--- src/rtl/cv32e40x_pma_obi_filter_pkg.sv ---
// PMA region descriptor type and the two default attribute sets used by the filter.
package cv32e40x_pma_obi_filter_pkg;

    typedef struct packed {
        logic [31:0] word_addr_low;
        logic [31:0] word_addr_high;
        logic        main;
        logic        bufferable;
        logic        cacheable;
        logic        atomic;
    } pma_cfg_t;

    // Unmatched address inside a configured map: I/O, no attributes
    localparam pma_cfg_t PMA_R_DEFAULT = '{
        word_addr_low: 32'h0, word_addr_high: 32'h0,
        main: 1'b0, bufferable: 1'b0, cacheable: 1'b0, atomic: 1'b0};

    // Deconfigured PMA: everything behaves as main memory
    localparam pma_cfg_t NO_PMA_R_DEFAULT = '{
        word_addr_low: 32'h0, word_addr_high: 32'h0,
        main: 1'b1, bufferable: 1'b0, cacheable: 1'b0, atomic: 1'b1};

endpackage

--- src/rtl/cv32e40x_pma_obi_filter_if.sv ---
// Core-side request/response channel plus bus-side channel of the PMA OBI filter.
interface cv32e40x_pma_obi_filter_if;

    logic        core_req_i;
    logic        core_gnt_o;
    logic [31:0] core_addr_i;
    logic        core_atomic_i;
    logic        core_spec_i;
    logic        core_exec_i;
    logic        core_misaligned_i;
    logic        core_rvalid_o;
    logic        core_err_o;
    logic        core_bufferable_o;
    logic        core_cacheable_o;
    logic        bus_req_o;
    logic        bus_gnt_i;
    logic [31:0] bus_addr_o;
    logic        bus_rvalid_i;

    modport master (
        output core_req_i, core_addr_i, core_atomic_i, core_spec_i, core_exec_i,
               core_misaligned_i, bus_gnt_i, bus_rvalid_i,
        input  core_gnt_o, core_rvalid_o, core_err_o, core_bufferable_o,
               core_cacheable_o, bus_req_o, bus_addr_o
    );

    modport slave (
        input  core_req_i, core_addr_i, core_atomic_i, core_spec_i, core_exec_i,
               core_misaligned_i, bus_gnt_i, bus_rvalid_i,
        output core_gnt_o, core_rvalid_o, core_err_o, core_bufferable_o,
               core_cacheable_o, bus_req_o, bus_addr_o
    );

endinterface

--- src/rtl/cv32e40x_pma_obi_filter.sv ---
// Sequential PMA filter: region lookup, bus forwarding, outstanding tracking, in-order local error responses.
// Optional error-address capture enabled by defining CV32E40X_PMA_ERR_CAPTURE_EN.
module cv32e40x_pma_obi_filter
    import cv32e40x_pma_obi_filter_pkg::*;
#(
    parameter int unsigned A_EXTENSION     = 0,
    parameter int unsigned PMA_NUM_REGIONS = 0,
    parameter pma_cfg_t    PMA_CFG [(PMA_NUM_REGIONS > 0 ? PMA_NUM_REGIONS : 1)-1:0] =
                               '{default: PMA_R_DEFAULT},
    parameter int unsigned PMA_ADDR_LSB    = 0,
    parameter int unsigned MAX_OUTSTANDING = 2
) (
    input  logic                        clk,
    input  logic                        rst,
    cv32e40x_pma_obi_filter_if.slave    obi
`ifdef CV32E40X_PMA_ERR_CAPTURE_EN
    ,
    output logic [31:0]                 err_addr_o,
    output logic                        err_valid_o,
    input  logic                        err_clear_i
`endif
);

    localparam int unsigned CNT_W = $clog2(MAX_OUTSTANDING + 1);
    localparam pma_cfg_t    DFLT  = (PMA_NUM_REGIONS == 0) ? NO_PMA_R_DEFAULT : PMA_R_DEFAULT;

    typedef enum logic [1:0] {PASS, ERR_WAIT, ERR_RESP} state_e;

    state_e             r_state;
    state_e             w_state_next;
    logic [CNT_W-1:0]   r_cnt;
    logic [CNT_W-1:0]   w_cnt_next;
    logic [31:0]        w_word_addr;
    logic               w_main;
    logic               w_bufferable;
    logic               w_cacheable;
    logic               w_atomic;
    logic               w_err;
    logic               w_inc;
    logic               w_dec;

    assign w_word_addr = {2'b00, obi.core_addr_i[31:2]};

    // Region lookup; walking downwards lets the lowest matching index win
    always_comb begin
        w_main       = DFLT.main;
        w_bufferable = DFLT.bufferable;
        w_cacheable  = DFLT.cacheable;
        w_atomic     = DFLT.atomic;
        for (int i = int'(PMA_NUM_REGIONS) - 1; i >= 0; i--) begin
            if (((w_word_addr >> PMA_ADDR_LSB) >= (PMA_CFG[i].word_addr_low  >> PMA_ADDR_LSB)) &&
                ((w_word_addr >> PMA_ADDR_LSB) <  (PMA_CFG[i].word_addr_high >> PMA_ADDR_LSB))) begin
                w_main       = PMA_CFG[i].main;
                w_bufferable = PMA_CFG[i].bufferable;
                w_cacheable  = PMA_CFG[i].cacheable;
                w_atomic     = PMA_CFG[i].atomic;
            end
        end
    end

    assign w_err = (obi.core_atomic_i && !((A_EXTENSION != 0) && w_atomic)) ||
                   ((obi.core_spec_i || obi.core_exec_i || obi.core_misaligned_i) && !w_main);

    assign obi.core_bufferable_o = w_bufferable;
    assign obi.core_cacheable_o  = w_cacheable;
    assign obi.bus_addr_o        = obi.core_addr_i;

    assign w_inc = obi.bus_req_o && obi.bus_gnt_i;
    assign w_dec = obi.bus_rvalid_i && (r_cnt != '0);

    always_comb begin
        w_cnt_next = r_cnt;
        if (w_inc && !w_dec) begin
            w_cnt_next = r_cnt + CNT_W'(1);
        end else if (!w_inc && w_dec) begin
            w_cnt_next = r_cnt - CNT_W'(1);
        end
    end

    always_ff @(posedge clk or posedge rst) begin
        if (rst) begin
            r_cnt <= '0;
        end else begin
            r_cnt <= w_cnt_next;
        end
    end

    always_ff @(posedge clk or posedge rst) begin
        if (rst) begin
            r_state <= PASS;
        end else begin
            r_state <= w_state_next;
        end
    end

    always_comb begin
        w_state_next = r_state;
        case (r_state)
            PASS: begin
                if (obi.core_req_i && w_err) begin
                    w_state_next = (w_cnt_next == '0) ? ERR_RESP : ERR_WAIT;
                end
            end
            ERR_WAIT: begin
                if (w_cnt_next == '0) begin
                    w_state_next = ERR_RESP;
                end
            end
            ERR_RESP: w_state_next = PASS;
            default:  w_state_next = PASS;
        endcase
    end

    // Faulting requests are accepted locally, independent of bus credit
    always_comb begin
        obi.core_gnt_o    = 1'b0;
        obi.bus_req_o     = 1'b0;
        obi.core_rvalid_o = obi.bus_rvalid_i;
        obi.core_err_o    = 1'b0;
        case (r_state)
            PASS: begin
                if (obi.core_req_i && w_err) begin
                    obi.core_gnt_o = 1'b1;
                end else begin
                    obi.bus_req_o  = obi.core_req_i && (r_cnt < CNT_W'(MAX_OUTSTANDING));
                    obi.core_gnt_o = obi.bus_req_o && obi.bus_gnt_i;
                end
            end
            ERR_RESP: begin
                obi.core_rvalid_o = 1'b1;
                obi.core_err_o    = 1'b1;
            end
            default: ;
        endcase
    end

`ifdef CV32E40X_PMA_ERR_CAPTURE_EN
    logic w_err_accept;
    assign w_err_accept = (r_state == PASS) && obi.core_req_i && w_err;

    // First faulting address is sticky until cleared
    always_ff @(posedge clk or posedge rst) begin
        if (rst) begin
            err_addr_o  <= 32'h0;
            err_valid_o <= 1'b0;
        end else if (w_err_accept && !err_valid_o) begin
            err_addr_o  <= obi.core_addr_i;
            err_valid_o <= 1'b1;
        end else if (err_clear_i) begin
            err_valid_o <= 1'b0;
        end
    end
`endif

`ifndef SYNTHESIS
    a_no_underflow : assert property (@(posedge clk) disable iff (rst)
                                      !(obi.bus_rvalid_i && (r_cnt == '0)))
        else $error("bus_rvalid_i with no outstanding bus transaction");
`endif

endmodule

--- src/flat_wrapper.sv ---
// flat-port wrapper written by rule: the top's interface ports become plain ports
module cv32e40x_pma_obi_filter_flat import cv32e40x_pma_obi_filter_pkg::*;
#(
    parameter int unsigned A_EXTENSION     = 0,
    parameter int unsigned PMA_NUM_REGIONS = 0,
    parameter pma_cfg_t    PMA_CFG [(PMA_NUM_REGIONS > 0 ? PMA_NUM_REGIONS : 1)-1:0] =
                               '{default: PMA_R_DEFAULT},
    parameter int unsigned PMA_ADDR_LSB    = 0,
    parameter int unsigned MAX_OUTSTANDING = 2
)
  (clk, rst, obi_core_req_i, obi_core_addr_i, obi_core_atomic_i, obi_core_spec_i, obi_core_exec_i, obi_core_misaligned_i, obi_bus_gnt_i, obi_bus_rvalid_i, obi_core_gnt_o, obi_core_rvalid_o, obi_core_err_o, obi_core_bufferable_o, obi_core_cacheable_o, obi_bus_req_o, obi_bus_addr_o);
  cv32e40x_pma_obi_filter_if obi_i ();
  input  logic clk;
  input  logic rst;
  input wire logic [$bits(obi_i.core_req_i)-1:0] obi_core_req_i;
  input wire logic [$bits(obi_i.core_addr_i)-1:0] obi_core_addr_i;
  input wire logic [$bits(obi_i.core_atomic_i)-1:0] obi_core_atomic_i;
  input wire logic [$bits(obi_i.core_spec_i)-1:0] obi_core_spec_i;
  input wire logic [$bits(obi_i.core_exec_i)-1:0] obi_core_exec_i;
  input wire logic [$bits(obi_i.core_misaligned_i)-1:0] obi_core_misaligned_i;
  input wire logic [$bits(obi_i.bus_gnt_i)-1:0] obi_bus_gnt_i;
  input wire logic [$bits(obi_i.bus_rvalid_i)-1:0] obi_bus_rvalid_i;
  output wire logic [$bits(obi_i.core_gnt_o)-1:0] obi_core_gnt_o;
  output wire logic [$bits(obi_i.core_rvalid_o)-1:0] obi_core_rvalid_o;
  output wire logic [$bits(obi_i.core_err_o)-1:0] obi_core_err_o;
  output wire logic [$bits(obi_i.core_bufferable_o)-1:0] obi_core_bufferable_o;
  output wire logic [$bits(obi_i.core_cacheable_o)-1:0] obi_core_cacheable_o;
  output wire logic [$bits(obi_i.bus_req_o)-1:0] obi_bus_req_o;
  output wire logic [$bits(obi_i.bus_addr_o)-1:0] obi_bus_addr_o;
  assign obi_i.core_req_i = obi_core_req_i;
  assign obi_i.core_addr_i = obi_core_addr_i;
  assign obi_i.core_atomic_i = obi_core_atomic_i;
  assign obi_i.core_spec_i = obi_core_spec_i;
  assign obi_i.core_exec_i = obi_core_exec_i;
  assign obi_i.core_misaligned_i = obi_core_misaligned_i;
  assign obi_i.bus_gnt_i = obi_bus_gnt_i;
  assign obi_i.bus_rvalid_i = obi_bus_rvalid_i;
  assign obi_core_gnt_o = obi_i.core_gnt_o;
  assign obi_core_rvalid_o = obi_i.core_rvalid_o;
  assign obi_core_err_o = obi_i.core_err_o;
  assign obi_core_bufferable_o = obi_i.core_bufferable_o;
  assign obi_core_cacheable_o = obi_i.core_cacheable_o;
  assign obi_bus_req_o = obi_i.bus_req_o;
  assign obi_bus_addr_o = obi_i.bus_addr_o;
  cv32e40x_pma_obi_filter #(.A_EXTENSION(A_EXTENSION), .PMA_NUM_REGIONS(PMA_NUM_REGIONS), .PMA_CFG(PMA_CFG), .PMA_ADDR_LSB(PMA_ADDR_LSB), .MAX_OUTSTANDING(MAX_OUTSTANDING)) u_core (.clk(clk), .rst(rst), .obi(obi_i));
endmodule
--- config.mk ---
export PLATFORM = sky130hd
export DESIGN_NAME = cv32e40x_pma_obi_filter_flat
export DESIGN_NICKNAME = d
export VERILOG_FILES = /design/src/rtl/cv32e40x_pma_obi_filter_pkg.sv /design/src/rtl/cv32e40x_pma_obi_filter_if.sv /design/src/rtl/cv32e40x_pma_obi_filter.sv /design/src/flat_wrapper.sv
export SDC_FILE = /design/constraint.sdc
export NUM_CORES = 1
export LEC_CHECK = 0
export BUFFER_PORTS_ARGS = -buffer_cell sky130_fd_sc_hd__buf_2
export CORE_UTILIZATION = 32
export CTS_BUF_LIST = sky130_fd_sc_hd__clkbuf_8
export DETAILED_ROUTE_END_ITERATION = 6
export GPL_ROUTABILITY_DRIVEN = 0
export PLACE_DENSITY = 0.87
export SYNTH_ARGS = -nofsm -noshare
export SYNTH_HDL_FRONTEND = slang
export SYNTH_SLANG_ARGS = --single-unit
--- constraint.sdc ---
create_clock -name clk -period 3.6 [get_ports clk]
set_clock_uncertainty 0.15 [all_clocks]
set_input_delay 0.72 -clock clk [delete_from_list [all_inputs] [get_ports clk]]
set_output_delay 0.72 -clock clk [all_outputs]
set_load 0.005 [all_outputs]
Word level (Yosys, flattened, before mapping)
Cells that the tools add are included.

Reductions and logical operators: 13. Equality and inequality tests: 4. Add/sub/neg operators: 2. $lt $le $gt $ge: 1. Mux-type cells: 12.

Operators with widths (count): 2-bit 2-to-1 mux (5); 1-bit logical AND (7); 1-bit 2-to-1 mux (6); 2-bit logical NOT (2); 2-bit by 1-bit inequality test with 1-bit output, second input constant (2); 2-bit case mux with 2 select lines (1); 2-bit by 1-bit adder with 2-bit output, second input constant (1); 2-bit by 1-bit equality test with 1-bit output, second input constant (1); 2-bit equality test, second input constant (1); 1-bit logical NOT (2); 2-bit less-than comparator, second input constant (1); 2-bit AND reduction (1); 2-bit nonzero test (1); 2-bit by 1-bit subtractor with 2-bit output, second input constant (1).

Output and inout port bits: 38. Flip-flop bits (word level): 4. Logic and storage cells: 34. Input bits: 41.

Logic depth before layout (Yosys ltp)
Depth in word-level cells: 13. Mapped depth: 6. Gate-level depth less buffers: 6.

Worst setup path before layout
OpenSTA, ideal clock, no wires.

Kind: input to output. From: input port obi_core_atomic_i. To: output port obi_bus_req_o. Arrival: 1.456 ns. Data required time: 2.730 ns. Slack: 1.274 ns. Buffers on the path: 1. Cell stages on the path: 3. Cell sequence: or4b_1 -> buf_2 -> nor2_1.

Word-level cells in the longest chain between the ends: 3.

RTL lines: start: declaration (line flat_wrapper.sv:17) `input wire logic [$bits(obi_i.core_atomic_i)-1:0] obi_core_atomic_i;`; 1-bit logical AND (line cv32e40x_pma_obi_filter.sv:122) `if (obi.core_req_i && w_err) begin`; 1-bit 2-to-1 mux (line cv32e40x_pma_obi_filter.sv:122); 1-bit 2-to-1 mux (line cv32e40x_pma_obi_filter.sv:120) `case (r_state)`; end: declaration (line flat_wrapper.sv:28) `output wire logic [$bits(obi_i.bus_req_o)-1:0] obi_bus_req_o;`.

Every way passes these cells.

Worst setup path after layout
Same ends and word-level chain as after synthesis.

==> results.md <==
* Worst r2r src: u_core.r_state[1]$_DFFE_PP0P_
* Worst-skew pair later-pin latency at 0.21 ns
* Crit path DAT at 1.66 ns
* DRC viols at 0
* Vias in the first global route at 303
* Num CTS Buffers at 3
* Pwr/cell area at 813 nW/um^2
* CTS Hold Bufs at 0
* Critical Path Max Stage Delay at 0.60 ns
* Crit path kind: input port to output pin
* CP most frequent cell: buf_2
* R2R setup slack at 1.58 ns
* Mapped Cells at 68
* Initial antenna violation count at 0
* Commonest non-fill, non-tap cell in the layout: buf_2
* Initial Util at 0.347
* Utilization after layout at 0.249
* Final setup violation count at 0
* Vias at 301
* Slowest CP cell: or4b_1
* Seq/Total Area, Yosys at 0.187
* # IOs at 79
* Max frequency at 0.394 GHz
* Leakage at 0.205 nW
* Fin Setup TNS at 0 ns
* Outcome: completed
* Layout cells sized above 1 at 0.304
* Row Count at 14
* Worst Setup End Kind: output pin
* Total wire length at ~760 um
* Final Hold Fails at 0
* CTS tree: done
* Clock buffer depth at 2
* Commonest non-fill, non-tap cells in the layout: 9 x buf_2, 5 x inv_1, 4 x dfrtp_1, 3 x a21oi_1, 3 x clkbuf_8
* Buf/Inv on CP at 2
* CP startpoint kind: input port
* Setup bufs post-CTS at 0
* Synth Cell Area at 534 um^2
* Clock transition at path regs at 0.03 ns
* Mean area per synthesized cell at 7.86 um^2
* Vias per cell at between 4 and 5
* GRT Total Usage at 0.0858
* Die width at 42.9 um
* DR pass1 iterations at 4
* Post-DP HPWL at ~600 um
* Clk root buf: clkbuf_8
* GRT overflow at 0
* Core area at 1540 um^2
* RSZ-0062 raised after global routing: no
* Crit path cell chain: buf_2 -> or4b_1 -> nor2_1 -> buf_2
* Cts repair resizes at 0
* H-tree depth at 1
* Synth-to-layout area growth at -28.1%
* Delay-heaviest family, CP: simple AND/OR/NAND/NOR gates
* Minimum clock period at 2.53 ns
* YS warnings at 0
* Max Slew Vio Count at 0
* Final Cycle Share at 0.704
* Crit path depth at 4
* CTS Sinks at 4
* CP endpoint: obi_bus_req_o
* Max Cap Viol at 0
* Synth Register Bits at 4
* Worst Path Required at 2.73 ns
* First-pass GRT wire length at 1140 um
* DIE AREA at 1840 um^2
* Diode count at 0
* IO buf count at 9
* Layout Nets at 90
* Die extent in y at roughly 43 um
* DRT iter0 DRCs at 3
* Peak supply drop at 0.219 mV
* HP Class: input port to asynchronous set/reset pin
* CP Max Fanout at 6
* R2R depth at 4
* Reg-to-reg critical path endpoint: u_core.r_state[0]$_DFFE_PP0P_
* Post-DR wirelength/cell at 12.3 um
* Number of distinct library cells after synthesis at 22
* Routed Antenna Nets at 0
* Largest net degree at the start of global routing at 7
* Crit. Startpoint: obi_core_atomic_i
-- kinds of logic (layout without fill, tap and decap cells) --
kind of cell               after synthesis  count (layout)  synth area share
AOI/OAI and AO/OA                        8               8            0.0937
DFF                                      4               4             0.187
and+or+nand+nor                         13              13             0.150
xor gates and xnor gates                 1               1            0.0164
adders and majority gates                1               1            0.0234
buffers and inverters                   40              17             0.522
other                                    1               2           0.00702
-- worst register-to-register path: stages (launching register included) --
cell	delay (ns)
dfrtp_1	0.38
or4b_1	0.62
o21ai_0	0.36
nand4_1	0.19
and3b_1	0.20
-- synth_stat cells, drive strengths merged --
master	count	area [um^2]
a2111oi	1	8.76
nor2b	2	12.5
or3	1	6.26
o21ai	2	10.0
o22ai	1	6.26
xnor2	1	8.76
and3b	1	8.76
buf	35	260
ha	1	12.5
inv	5	18.8
nand2b	1	6.26
nand2	1	3.75
dfrtp	4	100
conb	1	3.75
a21oi	3	15.0
or4b	1	10.0
or2	2	12.5
nand4	1	6.26
nor2	2	7.51
o211a	1	10.0
nor4	1	6.26
-- through the flow --
stage / total power [mW] / cell area [um^2] / setup WS, ns / hold WS [ns] / instances
after floorplan: 0.212 / 538 / 1.27 / 0.336 / 69
after global placement: 0.208 / 343 / 1.07 / 0.391 / 59
after detailed placement: 0.218 / 343 / 1.05 / 0.407 / 59
after CTS: 0.314 / 384 / 1.05 / 0.232 / 62
after global routing: 0.338 / 384 / 1.00 / 0.245 / 62
final: 0.312 / 384 / 1.07 / 0.230 / 62
-- routing by layer --
| layer | track usage | vias to the layer above | part of all wire |
|---|---|---|---|
| met1 | 0.0698 | 132 | 0.32 |
| met4 | 0.144 | 0 | 0.042 |
| li1 | - | 139 | - |
| met2 | 0.130 | 20 | 0.51 |
| met5 | 0 | - | 0 |
| met3 | 0.0213 | 10 | 0.12 |
-- cell type report --
cell class / instances / area [um^2]
Fill cell: 172 / 1160
Clock buffer: 3 / 41.3
Multi-Input combinational cell: 25 / 159
Sequential cell: 4 / 100
Inverter: 5 / 18.8
Timing Repair Buffer: 9 / 45.0
Tap cell: 16 / 20.0
-- power by group --
| part | leakage [nW] | internal [mW] | switching, mW |
|---|---|---|---|
| Sequential | 0.0500 | 0.0680 | 0.0162 |
| Clock | 0.0216 | 0.0711 | 0.0208 |
| Combinational | 0.134 | 0.0621 | 0.0739 |
| Total | 0.205 | 0.201 | 0.111 |
-- worst min-delay path by stage --
stage	endpoint	slack (ns)	cells past startpoint
2_1_floorplan	u_core.r_cnt[0]$_DFF_PP0_	0.34	1
3_3_place_gp	u_core.r_state[1]$_DFFE_PP0P_	0.39	2
3_5_place_dp	u_core.r_state[1]$_DFFE_PP0P_	0.41	2
4_1_cts	u_core.r_state[1]$_DFFE_PP0P_	0.23	2
5_1_grt	u_core.r_state[1]$_DFFE_PP0P_	0.24	2
6_report	u_core.r_state[0]$_DFFE_PP0P_	0.23	2
-- sequential cells by signal (all words and copies together) (netlist names) --
| register | flops |
|---|---|
| u_core.r_state | 2 |
| u_core.r_cnt | 2 |
Power figures use the tool's default switching activity.
